`src/rtl/cpu_pkg.sv`:
```
// rtl/cpu_pkg.sv - shared opcodes, ALU ops, state codes and control word layout
package cpu_pkg;

    // Instruction opcodes, IR[31:27]
    localparam logic [4:0] OP_LD   = 5'b00000;
    localparam logic [4:0] OP_ST   = 5'b00010;
    localparam logic [4:0] OP_ADDI = 5'b00011;
    localparam logic [4:0] OP_ORI  = 5'b01010;
    localparam logic [4:0] OP_ANDI = 5'b01011;
    localparam logic [4:0] OP_MFHI = 5'b11000;
    localparam logic [4:0] OP_MFLO = 5'b11001;
    localparam logic [4:0] OP_NOP  = 5'b11010;
    localparam logic [4:0] OP_HALT = 5'b11011;

    // Datapath ALU operation selects
    localparam logic [4:0] ALU_ADD = 5'b00011;
    localparam logic [4:0] ALU_AND = 5'b00101;
    localparam logic [4:0] ALU_OR  = 5'b00110;

    // Sequencer states; ALU4 and MA5 are split per instruction class so the
    // control word stays a pure function of the state register after T3.
    typedef logic [4:0] state_t;
    localparam state_t S_RST     = 5'd0;
    localparam state_t S_T0      = 5'd1;
    localparam state_t S_T1      = 5'd2;
    localparam state_t S_T2      = 5'd3;
    localparam state_t S_T3      = 5'd4;
    localparam state_t S_ALU_ADD = 5'd5;
    localparam state_t S_ALU_AND = 5'd6;
    localparam state_t S_ALU_OR  = 5'd7;
    localparam state_t S_ALU_LD  = 5'd8;
    localparam state_t S_ALU_ST  = 5'd9;
    localparam state_t S_IMM5    = 5'd10;
    localparam state_t S_MA5_LD  = 5'd11;
    localparam state_t S_MA5_ST  = 5'd12;
    localparam state_t S_LD6     = 5'd13;
    localparam state_t S_LD7     = 5'd14;
    localparam state_t S_ST6     = 5'd15;
    localparam state_t S_ST7     = 5'd16;
    localparam state_t S_HALT    = 5'd17;

    // Full control word, one field per System control port
    typedef struct packed {
        logic       pc_out;
        logic       mdr_out;
        logic       zhi_out;
        logic       zlo_out;
        logic       hi_out;
        logic       lo_out;
        logic       inport_out;
        logic       c_out;
        logic       ba_out;
        logic       r_out;
        logic       pc_in;
        logic       mar_in;
        logic       mdr_in;
        logic       ir_in;
        logic       y_in;
        logic       z_in;
        logic       hi_in;
        logic       lo_in;
        logic       r_in;
        logic       outport_in;
        logic       gra;
        logic       grb;
        logic       grc;
        logic       inc_pc;
        logic       mem_read;
        logic       mem_write;
        logic       mem_enable;
        logic [4:0] opcode;
        logic       run;
    } ctrl_t;

endpackage

```
`src/rtl/ctrl_decode.sv`:
```
// rtl/ctrl_decode.sv - state to control word decode
module ctrl_decode
    import cpu_pkg::*;
(
    input  state_t     state,
    input  logic [4:0] ir_op,
    output ctrl_t      ctrl
);

    // Decode the control word; only T3 looks at the (already registered) IR opcode
    always_comb begin
        ctrl        = '0;
        ctrl.opcode = ALU_ADD;
        ctrl.run    = 1'b1;
        case (state)
            S_T0: begin
                ctrl.pc_out = 1'b1;
                ctrl.mar_in = 1'b1;
                ctrl.inc_pc = 1'b1;
                ctrl.z_in   = 1'b1;
            end
            S_T1: begin
                ctrl.zlo_out    = 1'b1;
                ctrl.pc_in      = 1'b1;
                ctrl.mem_read   = 1'b1;
                ctrl.mem_enable = 1'b1;
                ctrl.mdr_in     = 1'b1;
            end
            S_T2: begin
                ctrl.mdr_out = 1'b1;
                ctrl.ir_in   = 1'b1;
            end
            S_T3: begin
                case (ir_op)
                    OP_MFHI: begin
                        ctrl.gra    = 1'b1;
                        ctrl.hi_out = 1'b1;
                        ctrl.r_in   = 1'b1;
                    end
                    OP_MFLO: begin
                        ctrl.gra    = 1'b1;
                        ctrl.lo_out = 1'b1;
                        ctrl.r_in   = 1'b1;
                    end
                    OP_ADDI, OP_ANDI, OP_ORI: begin
                        ctrl.grb   = 1'b1;
                        ctrl.r_out = 1'b1;
                        ctrl.y_in  = 1'b1;
                    end
                    OP_LD, OP_ST: begin
                        ctrl.grb    = 1'b1;
                        ctrl.ba_out = 1'b1;
                        ctrl.y_in   = 1'b1;
                    end
                    default: ;
                endcase
            end
            S_ALU_ADD, S_ALU_LD, S_ALU_ST: begin
                ctrl.c_out = 1'b1;
                ctrl.z_in  = 1'b1;
            end
            S_ALU_AND: begin
                ctrl.c_out  = 1'b1;
                ctrl.z_in   = 1'b1;
                ctrl.opcode = ALU_AND;
            end
            S_ALU_OR: begin
                ctrl.c_out  = 1'b1;
                ctrl.z_in   = 1'b1;
                ctrl.opcode = ALU_OR;
            end
            S_IMM5: begin
                ctrl.zlo_out = 1'b1;
                ctrl.gra     = 1'b1;
                ctrl.r_in    = 1'b1;
            end
            S_MA5_LD, S_MA5_ST: begin
                ctrl.zlo_out = 1'b1;
                ctrl.mar_in  = 1'b1;
            end
            S_LD6: begin
                ctrl.mem_read   = 1'b1;
                ctrl.mem_enable = 1'b1;
                ctrl.mdr_in     = 1'b1;
            end
            S_LD7: begin
                ctrl.mdr_out = 1'b1;
                ctrl.gra     = 1'b1;
                ctrl.r_in    = 1'b1;
            end
            S_ST6: begin
                ctrl.gra    = 1'b1;
                ctrl.r_out  = 1'b1;
                ctrl.mdr_in = 1'b1;
            end
            S_ST7: begin
                ctrl.mem_write  = 1'b1;
                ctrl.mem_enable = 1'b1;
            end
            default: begin
                ctrl.opcode = '0;
                ctrl.run    = 1'b0;
            end
        endcase
    end

endmodule

```
`src/rtl/control_unit.sv`:
```
// rtl/control_unit.sv - hardwired fetch/execute sequencer for System
module control_unit
    import cpu_pkg::*;
#(
    parameter int DATA_WIDTH = 32
) (
    input  logic                  Clock,
    input  logic                  clear,
    input  logic [DATA_WIDTH-1:0] IR,
    input  logic                  Stop,
    output logic                  PCout,
    output logic                  MDRout,
    output logic                  Zhi_out,
    output logic                  Zlo_out,
    output logic                  HIout,
    output logic                  LOout,
    output logic                  Inport_out,
    output logic                  Cout,
    output logic                  BAout,
    output logic                  Rout,
    output logic                  PCin,
    output logic                  MARin,
    output logic                  MDRin,
    output logic                  IRin,
    output logic                  Yin,
    output logic                  Zin,
    output logic                  HIin,
    output logic                  LOin,
    output logic                  Rin,
    output logic                  outport_in,
    output logic                  Gra,
    output logic                  Grb,
    output logic                  Grc,
    output logic                  IncPC,
    output logic                  Mem_Read,
    output logic                  Mem_Write,
    output logic                  Mem_enable512x32,
    output logic [4:0]            opcode,
    output logic                  Run
);

    state_t     state;
    state_t     state_next;
    state_t     retire;
    logic       stop_pending;
    logic [4:0] ir_op;
    logic       unused_ir;
    ctrl_t      ctrl;

    assign ir_op     = IR[DATA_WIDTH-1 -: 5];
    assign unused_ir = ^IR[DATA_WIDTH-6:0];

    // Where a finished instruction goes: a Stop seen now or earlier turns the fetch into HALT
    assign retire = (stop_pending || Stop) ? S_HALT : S_T0;

    // Next-state selection
    always_comb begin
        state_next = S_RST;
        case (state)
            S_RST:     state_next = S_T0;
            S_T0:      state_next = S_T1;
            S_T1:      state_next = S_T2;
            S_T2:      state_next = S_T3;
            S_T3: begin
                case (ir_op)
                    OP_MFHI, OP_MFLO, OP_NOP: state_next = retire;
                    OP_ADDI: state_next = S_ALU_ADD;
                    OP_ANDI: state_next = S_ALU_AND;
                    OP_ORI:  state_next = S_ALU_OR;
                    OP_LD:   state_next = S_ALU_LD;
                    OP_ST:   state_next = S_ALU_ST;
                    default: state_next = S_HALT;
                endcase
            end
            S_ALU_ADD, S_ALU_AND, S_ALU_OR: state_next = S_IMM5;
            S_ALU_LD:  state_next = S_MA5_LD;
            S_ALU_ST:  state_next = S_MA5_ST;
            S_MA5_LD:  state_next = S_LD6;
            S_LD6:     state_next = S_LD7;
            S_MA5_ST:  state_next = S_ST6;
            S_ST6:     state_next = S_ST7;
            S_IMM5, S_LD7, S_ST7: state_next = retire;
            S_HALT:    state_next = S_HALT;
            default:   state_next = S_RST;
        endcase
    end

    // State register and sticky stop request; clear wins over everything
    always_ff @(posedge Clock) begin
        if (clear) begin
            state        <= S_RST;
            stop_pending <= 1'b0;
        end else begin
            state <= state_next;
            if (Stop) begin
                stop_pending <= 1'b1;
            end
        end
    end

    ctrl_decode u_ctrl_decode (
        .state (state),
        .ir_op (ir_op),
        .ctrl  (ctrl)
    );

    assign PCout            = ctrl.pc_out;
    assign MDRout           = ctrl.mdr_out;
    assign Zhi_out          = ctrl.zhi_out;
    assign Zlo_out          = ctrl.zlo_out;
    assign HIout            = ctrl.hi_out;
    assign LOout            = ctrl.lo_out;
    assign Inport_out       = ctrl.inport_out;
    assign Cout             = ctrl.c_out;
    assign BAout            = ctrl.ba_out;
    assign Rout             = ctrl.r_out;
    assign PCin             = ctrl.pc_in;
    assign MARin            = ctrl.mar_in;
    assign MDRin            = ctrl.mdr_in;
    assign IRin             = ctrl.ir_in;
    assign Yin              = ctrl.y_in;
    assign Zin              = ctrl.z_in;
    assign HIin             = ctrl.hi_in;
    assign LOin             = ctrl.lo_in;
    assign Rin              = ctrl.r_in;
    assign outport_in       = ctrl.outport_in;
    assign Gra              = ctrl.gra;
    assign Grb              = ctrl.grb;
    assign Grc              = ctrl.grc;
    assign IncPC            = ctrl.inc_pc;
    assign Mem_Read         = ctrl.mem_read;
    assign Mem_Write        = ctrl.mem_write;
    assign Mem_enable512x32 = ctrl.mem_enable;
    assign opcode           = ctrl.opcode;
    assign Run              = ctrl.run;

endmodule
```
`config.mk`:
```
export PLATFORM = sky130hd
export DESIGN_NAME = control_unit
export DESIGN_NICKNAME = d
export VERILOG_FILES = /design/src/rtl/cpu_pkg.sv /design/src/rtl/ctrl_decode.sv /design/src/rtl/control_unit.sv
export SDC_FILE = /design/constraint.sdc
export NUM_CORES = 1
export LEC_CHECK = 0
export ABC_CLOCK_PERIOD_IN_PS = 4000
export CAP_MARGIN = 15
export CORE_ASPECT_RATIO = 1.5
export CORE_MARGIN = 2
export CORE_UTILIZATION = 23
export DETAILED_ROUTE_END_ITERATION = 12
export MAX_ROUTING_LAYER = met4
export PLACE_DENSITY = 0.63
export SYNTH_ARGS = -nofsm -noshare
export SYNTH_HDL_FRONTEND = slang
export SYNTH_SLANG_ARGS = --single-unit
export TNS_END_PERCENT = 5
```
`constraint.sdc`:
```
create_clock -name Clock -period 4 [get_ports Clock]
set_input_delay 0.6 -clock Clock [delete_from_list [all_inputs] [get_ports Clock]]
set_output_delay 0.6 -clock Clock [all_outputs]
set_load 0.01 [all_outputs]
```
==> flow_metrics.env, run 1 <==
export IMPL_outcome="complete, no violations"
export IMPL_clock_sinks=6
export IMPL_drt_iter0_markers=26
export IMPL_vdd_ir_drop_max_v=0.000380
export IMPL_p_int_uw=388
export IMPL_critical_path_class="input port to output pin"
export IMPL_synth_warnings=0
export IMPL_grt_max_degree=28
export IMPL_post_cts_resized=0
export IMPL_startpoint_type="input port"
export IMPL_yosys_most_used_dff="dfxtp_1"
export IMPL_p_switching_uw=302
export IMPL_crit_buf_inv=2
export IMPL_synth_xor_area_share=0.0100
export IMPL_io_pins=68
export IMPL_ant_nets=0
export IMPL_path_max_fanout=7
export IMPL_startpoint="IR[30]"
export IMPL_cts_tree="done"
export IMPL_grt_pass1_wl_um=3590
export IMPL_track_usage=0.111
export IMPL_synth_commonest_cells="13 x nor2_1, 11 x buf_4, 8 x a21oi_1"
export IMPL_skew_ps=1.82
export IMPL_die_h_um=79.6
export IMPL_pwr_share_comb=0.655
export IMPL_yosys_area_share_adder=0
export IMPL_max_stage_delay_ps=580
export IMPL_route_detailed_drc=0
export IMPL_p_leak_uw=0.000435
export IMPL_antenna_cells=0
export IMPL_ys_seq_area_frac=0.137
export IMPL_ys_top_cells_by_area="dfxtp_1 14%, buf_4 9.4%, nor2_1 5.6%"
export IMPL_die_area_um2=4330
export IMPL_layout_drive_gt1_share=0.0662
export IMPL_synth_enable_flop_cells=0
export IMPL_clkPwrFrac=0.128
export IMPL_htree_levels=1
export IMPL_hold_path_startpoint="stop_pending$_SDFFE_PP0P_"
export IMPL_cts_buffers=3
export IMPL_routed_via_count=973
export IMPL_clk_latency_ps=220
export IMPL_ys_seq_elements=6
export IMPL_final_max_slew_violation_count=0
export IMPL_max_slew_worst_pin_slew_ps=895
export IMPL_seq_power_share=0.217
export IMPL_crit_path_cell_trace="clkdlybuf4s50_1 -> nor4bb_1 -> nand3_1 -> o31ai_1 -> clkdlybuf4s50_1"
export IMPL_num_rows=27
export IMPL_hold_path_class="flop to flop"
export IMPL_nNetsFinal=188
export IMPL_finalPower_uw=689
export IMPL_powerDensity_nw_per_um2=580
export IMPL_antenna_found_initial=0
export IMPL_crit_required_ps=3400
export IMPL_netlist_instances=129
export IMPL_wl_um=2260
export IMPL_cts_buffer_depth=2
export IMPL_clock_root_buffer="clkbuf_8"
export IMPL_synth_mux_area_frac=0
export IMPL_first_global_vias=797
export IMPL_yosys_area_top_type_share=0.137
export IMPL_port_buffers=32
export IMPL_netlist_area_um2=876
export IMPL_end_kind="output pin"
export IMPL_syn_avg_cell_area_um2=6.79
export IMPL_async_flop_share=0
export IMPL_fin_setup_tns_ps=0
export IMPL_clkTransAtPathRegs_ps=30
export IMPL_dr_pass1_iters=4
export IMPL_setup_violations=0
export IMPL_gp_congestion=0.774
export IMPL_crit_arrival_ps=2450
export IMPL_die_w_um=54.4
export IMPL_period_needed_ps=3050
export IMPL_yosys_area_share_simple=0.386
export IMPL_core_um2=3650
export IMPL_critPathMostFrequentCell="clkdlybuf4s50_1"
export IMPL_switching_share=0.438
export IMPL_grt_overflow_total=0
export IMPL_area_delta_synth_final_pct=35.7
export IMPL_post_cts_buffers=0
export IMPL_rsz0062_at_grt="no"
export IMPL_maxCapViolCount=0
export IMPL_yosysUniqueCellTypes=46
export IMPL_viasPerCell=5.02
export IMPL_hold_viol_final=0
export IMPL_synth_most_common_cell="nor2_1"
export IMPL_route_detailed_wl_per_inst_um=11.7
export IMPL_slowest_stage="clkdlybuf4s50_1"
export IMPL_start_util=0.240
export IMPL_synth_top_family_by_area="simple AND/OR/NAND/NOR gates"
export IMPL_max_freq_mhz=328
export IMPL_reg2reg_from="state[3]$_SDFF_PP0_"
export IMPL_ctsHoldBuffers=0
export IMPL_hpwl_um=1660
export IMPL_slew_headroom=0.403
export IMPL_synth_compound_area_frac=0.277
export IMPL_post_route_period_util=0.761
export IMPL_yosysTopAreaCell="dfxtp_1"
export IMPL_cp_top_family="buffers and inverters"
## final cells by class
class | count | area, um^2
repair buffers | 33 | 328
well taps | 43 | 53.8
flip-flops and latches | 6 | 120
clock buffers | 3 | 41.3
fillers | 398 | 2460
multi-input cells | 102 | 619
inverters | 7 | 26.3
## kinds of logic after synthesis
logic type	count (synthesis)
other	1
flip-flops	6
AND/OR/NAND/NOR	59
AO/OA/AOI/OAI	34
buffers and inverters	28
XOR/XNOR	1
## flip-flops by register name (all words and copies together), names as in the netlist
name / cells
state: 5
stop_pending: 1
## cells in the final DEF (no fill, tap or decap), types with 2 or more instances in the layout
cell type / n
nand3_1: 7
nand3b_1: 2
and2_1: 2
o21bai_1: 2
nand2_1: 7
clkdlybuf4s50_1: 32
o21ai_0: 3
or3_1: 3
dfxtp_1: 6
nor2b_1: 3
a21oi_1: 8
nor2_1: 13
o22ai_1: 4
nand2b_1: 3
clkbuf_8: 3
o31ai_1: 4
conb_1: 8
nor3_1: 7
inv_1: 7
nand4b_1: 2
## per-layer routing
metal	vias up	track usage	wire length [um]
li1	501	-	-
met1	428	0.150	1030
met2	42	0.165	1040
met3	2	0.0300	166
met4	0	0.0225	23
met5	-	-	0
## worst reg2reg max path: cells and delay by family (launching register included)
| kind | cells | cell delay (ps) |
|---|---|---|
| flops | 1 | 580 |
| compound gates | 1 | 200 |
| simple gates | 2 | 840 |
## power by group through the flow
stage | Clock [uW] | Combinational (uW) | Sequential [uW]
detailed placement | 0 | 453 | 149
CTS | 90.2 | 455 | 149
global route | 95.2 | 497 | 159
finish | 88.3 | 451 | 150
global placement | 0 | 454 | 150
floorplan | 0 | 333 | 88.3
## path summary, 6_finish.rpt
check | cells past startpoint | slack (ps) | endpoint
setup reg to reg | 3 | 2300 | state[2]$_SDFF_PP0_
hold / removal | 2 | 490 | stop_pending$_SDFFE_PP0P_
hold reg to reg | 2 | 490 | stop_pending$_SDFFE_PP0P_
setup / recovery | 5 | 950 | Rin
## through the flow
stage                     worst slack (ps)  hold slack [ps]  utilization  area, um^2  instances
after floorplan                       2040              444            -         902        136
after global placement                 945              469        0.314        1150        191
after CTS                              933              497        0.326        1190        194
final                                  955              490        0.326        1190        194
after global routing                   725              547        0.326        1190        194
after detailed placement               934              490        0.314        1150        191
No activity file was read; power rests on OpenSTA's default activity.
==> run 2, diff against run 1 <==
Settings changed: ABC_CLOCK_PERIOD_IN_PS 4000 to 2700, PLACE_DENSITY 0.63 to 0.65.
Clock period 4 ns to 2.7 ns, I/O delays scaled along.
==> run 2 against run 1 <==
  * Die area is the same
  * Clock power grew 48%
  * Setup slack lost 830 ps
  * Core utilization grew 2.8 points
  * Via count grew 5.0%
  * Combinational power grew 73%
  * Non-clock buffer count grew 11
  * Final area grew 8.7%
  * Global-route usage grew 0.73 points
  * Worst hold slack lost 16 ps
  * Critical path depth grew 1
  * Critical endpoint unchanged
  * Largest cell class unchanged
==> flow_metrics.env, run 2 (synthesis gave the netlist of run 1 again) <==
export IMPL_outcome="complete, no violations"
export IMPL_crit_arrival_ps=2170
export IMPL_viasPerCell=4.99
export IMPL_holdWs_ps=474
export IMPL_cp_top_family="buffers and inverters"
export IMPL_clkPwrFrac=0.120
export IMPL_final_cell_mix="32 x clkdlybuf4s50_1, 13 x nor2_1, 11 x buf_4"
export IMPL_port_buffers=32
export IMPL_p_leak_uw=0.000494
export IMPL_clock_root_buffer="clkbuf_8"
export IMPL_largest_reg_flops=5
export IMPL_gp_congestion=0.770
export IMPL_routed_via_count=1022
export IMPL_first_global_vias=869
export IMPL_skew_ps=4.30
export IMPL_end_kind="output pin"
export IMPL_switching_share=0.427
export IMPL_max_slew_worst_pin_slew_ps=689
export IMPL_highest_layer="met4"
export IMPL_largest_register="state"
export IMPL_largest_registers="state (5), stop_pending (1)"
export IMPL_vdd_ir_drop_max_v=0.000368
export IMPL_cts_buffers=3
export IMPL_nNetsFinal=199
export IMPL_die_h_um=79.6
export IMPL_ant_nets=0
export IMPL_startpoint_type="input port"
export IMPL_pre_cts_ws_ps=118
export IMPL_die_area_um2=4330
export IMPL_cts_buffer_depth=2
export IMPL_die_w_um=54.4
export IMPL_hold_viol_final=0
export IMPL_crit_path_cell_trace="clkdlybuf4s50_1 -> nor4bb_1 -> buf_4 -> nand3_1 -> o31ai_1 -> clkdlybuf4s50_1"
export IMPL_crit_buf_inv=3
export IMPL_core_um2=3650
export IMPL_powerDensity_nw_per_um2=842
export IMPL_route_detailed_wl_per_inst_um=11.5
export IMPL_max_stage_delay_ps=570
export IMPL_fin_setup_tns_ps=0
export IMPL_fill_cells=406
export IMPL_route_detailed_drc=0
export IMPL_htree_levels=1
export IMPL_wl_met1_um=1010
export IMPL_antenna_cells=0
export IMPL_layout_drive_gt1_share=0.130
export IMPL_hpwl_um=1870
export IMPL_pwr_share_comb=0.716
export IMPL_grt_pass1_wl_um=3850
export IMPL_p_switching_uw=464
export IMPL_layout_commonest_cell="clkdlybuf4s50_1"
export IMPL_start_util=0.240
export IMPL_max_freq_mhz=389
export IMPL_dr_pass1_iters=4
export IMPL_post_cts_buffers=0
export IMPL_setup_violations=0
export IMPL_slowest_stage="clkdlybuf4s50_1"
export IMPL_clk_latency_ps=220
export IMPL_io_pins=68
export IMPL_p_int_uw=623
export IMPL_antenna_found_initial=0
export IMPL_multiInputGateArea_um2=628
export IMPL_clkTransAtPathRegs_ps=30
export IMPL_path_max_fanout=4
export IMPL_area_delta_synth_final_pct=47.6
export IMPL_critical_path_class="input port to output pin"
export IMPL_period_needed_ps=2570
export IMPL_finalPower_uw=1090
export IMPL_num_rows=27
export IMPL_rsz0062_at_grt="no"
export IMPL_crit_required_ps=2300
export IMPL_ff_latch_area_um2=120
export IMPL_slew_headroom=0.540
export IMPL_wl_um=2360
export IMPL_stdcell_count=205
export IMPL_critPathMostFrequentCell="clkdlybuf4s50_1"
export IMPL_grt_max_degree=24
export IMPL_cts_tree="done"
export IMPL_grt_overflow_total=0
export IMPL_wl_met3_um=127
export IMPL_drt_iter0_markers=11
export IMPL_hold_path_class="flop to flop"
export IMPL_dp_cells=202
export IMPL_layout_setup_ws_ps=127
export IMPL_seq_power_share=0.164
export IMPL_final_max_slew_violation_count=0
export IMPL_post_route_period_util=0.953
export IMPL_clock_sinks=6
export IMPL_track_usage=0.118
export IMPL_dr_wl_met2_um=1190
export IMPL_maxCapViolCount=0
[run 2: cell types whose count changed in the layout (fill, tap and decap cells not counted), sizes merged]
cell  delta
buf     +11
[run 2: power groups by stage]
stage	clock [uW]	combinational [uW]	sequential, uW
6_report	131	779	178
5_1_grt	145	844	184
4_1_cts	135	786	178
3_5_place_dp	0	782	175
3_3_place_gp	0	780	172
2_1_floorplan	0	493	131
[run 2: cell type report]
type | count | area share
flip-flops and latches | 6 | 0.0929
repair buffers | 44 | 0.327
multi-input cells | 102 | 0.486
inverters | 7 | 0.0203
clock buffers | 3 | 0.0319
well taps | 43 | 0.0416
[run 2: routing by layer]
layer	track usage	vias to the layer above
li1	-	516
met1	0.141	467
met2	0.196	37
met3	0.0262	2
met4	0.0300	0
met5	-	-
[run 2: worst min-delay path: cells and delay by family (launching register included)]
kind	cells	cell delay (ps)
DFF	1	310
and+or+nand+nor	2	130
[run 2: path summary, 6_finish.rpt]
kind,from,endpoint,slack [ps],cells after the start
worst max register to register,state[3]$_SDFF_PP0_,state[3]$_SDFF_PP0_,1160,4
worst min register to register,stop_pending$_SDFFE_PP0P_,stop_pending$_SDFFE_PP0P_,470,2
worst min-delay path,stop_pending$_SDFFE_PP0P_,stop_pending$_SDFFE_PP0P_,470,2
worst max-delay path,IR[29],Rin,130,6
[run 2: through the flow]
stage,instance area [um^2],util
after floorplan,902,-
after CTS,1290,0.354
final,1290,0.354
after global routing,1290,0.354
after global placement,1240,0.341
after detailed placement,1240,0.341
[run 2: timing repair]
action                                  in CTS  in global routing
resized for setup                            1                  0
hold buffers                                 0                  0
pin swaps                                    0                  1
endpoints found under the setup margin       1                  1
endpoints found under the hold margin        0                  0
==> edit 1: new RTL, config.mk and constraints of run 1 <==
Register the inputs `clear`, `IR` and `Stop` before use, without a reset. The logic sees them one clock later. Comments in the files are not updated.
--- a/src/rtl/control_unit.sv
+++ b/src/rtl/control_unit.sv
@@ -41,2 +41,12 @@
 
+    logic clear_q;
+    logic [DATA_WIDTH-1:0] IR_q;
+    logic Stop_q;
+
+    always_ff @(posedge Clock) begin
+        clear_q <= clear;
+        IR_q    <= IR;
+        Stop_q  <= Stop;
+    end
+
     state_t     state;
@@ -49,7 +59,7 @@
 
-    assign ir_op     = IR[DATA_WIDTH-1 -: 5];
-    assign unused_ir = ^IR[DATA_WIDTH-6:0];
+    assign ir_op     = IR_q[DATA_WIDTH-1 -: 5];
+    assign unused_ir = ^IR_q[DATA_WIDTH-6:0];
 
     // Where a finished instruction goes: a Stop seen now or earlier turns the fetch into HALT
-    assign retire = (stop_pending || Stop) ? S_HALT : S_T0;
+    assign retire = (stop_pending || Stop_q) ? S_HALT : S_T0;
 
@@ -89,3 +99,3 @@
     always_ff @(posedge Clock) begin
-        if (clear) begin
+        if (clear_q) begin
             state        <= S_RST;
@@ -94,3 +104,3 @@
             state <= state_next;
-            if (Stop) begin
+            if (Stop_q) begin
                 stop_pending <= 1'b1;
Check against the original RTL: not equivalent (Yosys sat finds a counterexample within 4 cycles, from zero or initial values).
==> edit 1 against run 1 <==
- routed wire length rose by 3.2%
- synthesized area rose by 8.4%
- die area rose by 7.9%
- synthesized cell count rose by 0.78%
- sequential cell count rose by 7
- design area rose by 6.5%
- worst setup slack got worse by 0.28 ns
Power is not compared: it rests on default switching activity, and its combinational part moved more than twofold at a synthesized area within 25%.
==> edit 1: results (changes against run 1) <==
stage,metric,value,unit,change
run_status,status,"complete, no violations",,unchanged
layout,fillers,433,,was 398
clock_network,clock_latency,0.24,ns,was 0.22 ns
synth,synth_ff_type,dfxtp_1,,unchanged
sta,worst_slew_pin_slew,0.643,ns,was 0.895 ns
clock_network,h-tree-depth,1,,unchanged
setup_path,arrival,2.72,ns,was 2.45 ns
synth,synth_common_cells,"a21oi_1, dfxtp_1, nor2_1",,"was nor2_1, buf_4, a21oi_1"
clock_network,clock_path_buffers,2,,unchanged
setup_path,path_max_fanout,19,,was 7
detailed_routing,wl_per_cell,11.8,µm,was 11.7 µm
synth,ys_async_sr_fraction,0,%,unchanged
synth,synth_xor_area_share,0.922,%,was 1.00%
global_routing,grt_pass1_wl,3.86,mm,was 3.59 mm
place,place_area,0.00122,mm²,was 0.00115 mm²
synth,muxShareOfSynthArea,0,%,unchanged
synth,yosysSeqAreaShare,27.4,%,was 13.7%
setup_path,crit_family,simple AND/OR/NAND/NOR gates,,was buffers and inverters
global_routing,grt_max_degree,22,,was 28
global_routing,grt_pass1_vias,860,,was 797
synth,yosysWarnings,0,,unchanged
detailed_routing,drtIter0Drc,27,,was 26
place,hpwl,1.73,mm,was 1.66 mm
global_routing,track_usage,10.7,%,was 11.1%
synth,ys_types,40,,was 46
layout,antenna_cells,0,,unchanged
setup_path,cp_slowest_cell,clkdlybuf4s50_1,,unchanged
clock_network,clkSlewWorstSetupHoldPaths,0.05,ns,was 0.03 ns
place,port_buffers,32,,unchanged
sta,setup_tns,0,ns,unchanged
power,p_leak,0.000456,µW,
synth,synth.top_cells.by_area,"dfxtp_1, buf_4, a21oi_1",,"was dfxtp_1, buf_4, nor2_1"
sta,fin_worst_skew,0.00105,ns,was 0.00182 ns
global_routing,antenna_found_initial,0,,unchanged
detailed_routing,vias_per_cell,4.87,,was 5.02
layout,largestRegisters,"IR_q x5, state x5",,"was state x5, stop_pending x1"
layout,drive_above_1_share,5.92,%,was 6.62%
place,gp_congestion,0.788,,was 0.774
synth,synth_compound_area_share,25.6,%,was 27.7%
clock_network,cts_root_buf,clkbuf_8,,unchanged
edit 1: stage by stage:
stage	total power (µW)	hold slack [ns]	cells	utilization (%)	setup WS, ns
2_1_floorplan	267	0.413	137	-	1.42
3_3_place_gp	326	0.433	193	30.8	0.928
3_5_place_dp	327	0.451	193	30.8	0.919
4_1_cts	444	0.460	197	32.0	0.655
5_1_grt	470	0.488	197	32.0	0.550
6_report	440	0.460	197	32.0	0.676
edit 1: where the power goes:
group          switching [µW]  total [µW]  internal [µW]
Sequential               25.4         165            139
Clock                    45.5         116           70.3
Combinational            71.5         160           88.3
edit 1: cell type report:
| cell class | count | area, µm² | area share [%] |
|---|---|---|---|
| inverter | 5 | 18.8 | 1.48 |
| tap | 45 | 56.3 | 4.45 |
| clock buffer | 4 | 45.0 | 3.56 |
| sequential | 13 | 260 | 20.6 |
| timing repair buffer | 32 | 320 | 25.3 |
| multi-input combinational | 98 | 566 | 44.7 |
edit 1: per-layer routing:
layer	vias up	wire, µm	GRT usage, %
met5	-	0	-
met4	0	51	5.71
met3	5	158	1.56
met2	45	1140	17.8
met1	420	985	12.5
li1	490	-	-
edit 1: final timing paths:
kind / to / slack [ns] / start / cells past startpoint
setup reg to reg: state[2]$_SDFF_PP0_ / 2.02 / state[0]$_SDFF_PP0_ / 4
setup / recovery: Grb / 0.68 / state[0]$_SDFF_PP0_ / 5
hold reg to reg: stop_pending$_SDFFE_PP0P_ / 0.46 / clear_q$_DFF_P_ / 1
hold / removal: stop_pending$_SDFFE_PP0P_ / 0.46 / clear_q$_DFF_P_ / 1
edit 1: worst register-to-register path, delay by kind of cell (launching register included):
kind,cells,cell delay (ns)
simple gates,3,1.33
compound gates,1,0.13
flops,1,0.47
==> edit 2: new RTL, flow settings as in run 1 <==
Made on the original files. Register the output `opcode`, without a reset; this adds one clock of latency there. The other outputs are not delayed to match. Comments in the files are not updated.
--- a/src/rtl/control_unit.sv
+++ b/src/rtl/control_unit.sv
@@ -40,2 +40,4 @@
 );
+
+    logic [4:0] opcode_d;
 
@@ -133,5 +135,9 @@
     assign Mem_enable512x32 = ctrl.mem_enable;
-    assign opcode           = ctrl.opcode;
+    assign opcode_d         = ctrl.opcode;
     assign Run              = ctrl.run;
 
+    always_ff @(posedge Clock) begin
+        opcode <= opcode_d;
+    end
+
 endmodule
Formal check against the unedited RTL: not equivalent (a bounded check fails within 4 cycles, from zero or initial values).
==> edit 2 against run 1 <==
- first-iteration DRC count grew 46%
- maximum frequency up 0.53%
- sequential cell count is 3 higher
- design area up 7.8%
- clock power rose by 21%
- highest routed layer unchanged
- sequential power rose by 23%
- clock skew increased by 0.00099 ns
- power is 20% higher
- worst setup slack better by 0.016 ns
- synthesized area increased by 14%
- sequential share of layout area rose by 4.0 points
- count of clock-buffer cells in the layout grew 1
- largest power group unchanged
- routed wire length is 6.8% higher
==> edit 2: results (changes against run 1) <==
stage,metric,value,unit,change
run_status,status,"complete, no violations",,unchanged
hold_path,hold_class,flop to flop,,unchanged
layout,nClkBuffers,4,,was 3
hold_path,min_path_cells,2,,unchanged
place,place_area,0.00124,mm²,was 0.00115 mm²
layout,seq_cells,9,,was 6
clock_network,clock_path_buffers,2,,unchanged
synth,yosysSeqAreaShare,18.0,%,was 13.7%
clock_network,clkSlewWorstSetupHoldPaths,0.05,ns,was 0.03 ns
sta,worst_slew_pin_slew,0.903,ns,was 0.895 ns
power,p_leak,0.000473,µW,was 0.000435 µW
global_routing,track_usage,10.6,%,was 11.1%
global_routing,grt_pass1_vias,878,,was 797
layout,fillers,466,,was 398
setup_path,reg2reg_slack,2.24,ns,was 2.30 ns
place,hpwl,1.77,mm,was 1.66 mm
setup_path,rr_worst_depth,3,,unchanged
detailed_routing,drtIter0Drc,38,,was 26
setup_path,setup.worst_path.start,IR[30],,unchanged
detailed_routing,route.vias.total,1015,,was 973
layout,multiInputCombCellCount,104,,was 102
power,p_switching,355,µW,was 302 µW
setup_path,path_max_fanout,7,,unchanged
place,dp_cells,196,,was 191
setup_path,r2r-end,state[4]$_SDFF_PP0_,,was state[2]$_SDFF_PP0_
setup_path,timing.rr.start,state[2]$_SDFF_PP0_,,was state[3]$_SDFF_PP0_
synth,ys_async_sr_fraction,0,%,unchanged
hold_path,min_to,stop_pending$_SDFFE_PP0P_,,unchanged
synth,synth_ff_type,dfxtp_1,,unchanged
layout,nets,190,,was 188
detailed_routing,vias_per_cell,5.08,,was 5.02
layout,finalInstanceArea,0.00128,mm²,was 0.00119 mm²
layout,clock_cell_area_share,3.52,%,was 3.47%
layout,largestRegisters,"state x5, opcode x3, stop_pending x1",,"was state x5, stop_pending x1"
synth,synth_common_cells,"nor2_1, buf_4, dfxtp_1",,"was nor2_1, buf_4, a21oi_1"
synth,syn_avg_cell_area,7.62,µm²,was 6.79 µm²
sta,fin_worst_skew,0.00281,ns,was 0.00182 ns
power,ir_worst_vdd,0.328,mV,was 0.380 mV
synth,synth_xor_area_share,1.75,%,was 1.00%
global_routing,grt_pass1_wl,4.11,mm,was 3.59 mm
layout,multi_input_area_share,51.2,%,was 52.1%
sta,hold_slack,0.508,ns,was 0.490 ns
clock_network,post_cts_resized,0,,unchanged
layout,inverters,4,,was 7
floorplan,nWellTaps,46,,was 43
sta,period_needed,3.03,ns,was 3.05 ns
global_routing,grt_max_degree,30,,was 28
setup_path,cp_slowest_cell,clkdlybuf4s50_1,,unchanged
synth,synth.top_cells.by_area,"dfxtp_1, buf_4, nor2_1",,unchanged
place,gp_congestion,0.806,,was 0.774
synth,ys_types,51,,was 46
setup_path,worstSetupEndpoint,HIout,,was Rin
place,place_ws,0.940,ns,was 0.934 ns
layout,drive_above_1_share,9.74,%,was 6.62%
synth,synth_compound_area_share,24.7,%,was 27.7%
layout,layout.nonclk_buf_share,25.6,%,was 27.6%
detailed_routing,totalWireLength,2.41,mm,was 2.26 mm
layout,seq_share,14.1,%,was 10.1%
==> edit 2: power by group through the flow <==
stage / Clock, µW / Sequential [µW] / Combinational (µW)
after floorplan: 0 / 142 / 400
after global placement: 0 / 184 / 532
after detailed placement: 0 / 185 / 535
after CTS: 110 / 184 / 536
after global routing: 115 / 195 / 586
final: 107 / 185 / 534
==> edit 2: tightest hold or removal path, stage by stage (launching register included) <==
cell,delay [ns]
dfxtp_1,0.32
nor2_1,0.10
nor2_1,0.04
==> edit 2: cells by family (layout without fill, tap and decap cells) <==
kind of cell / after synthesis / after routing
AOI/OAI and AO/OA: 34 / 34
and+or+nand+nor: 60 / 60
DFF: 9 / 9
xor gates and xnor gates: 2 / 2
buffers and inverters: 25 / 41
other: 1 / 8
==> edit 2: routing by layer <==
layer	up-vias	routed length (µm)	global-route usage, %
li1	504	-	-
met1	465	1050	14.0
met2	42	1180	15.7
met3	4	150	1.39
met4	0	38	4.86
met5	-	0	-
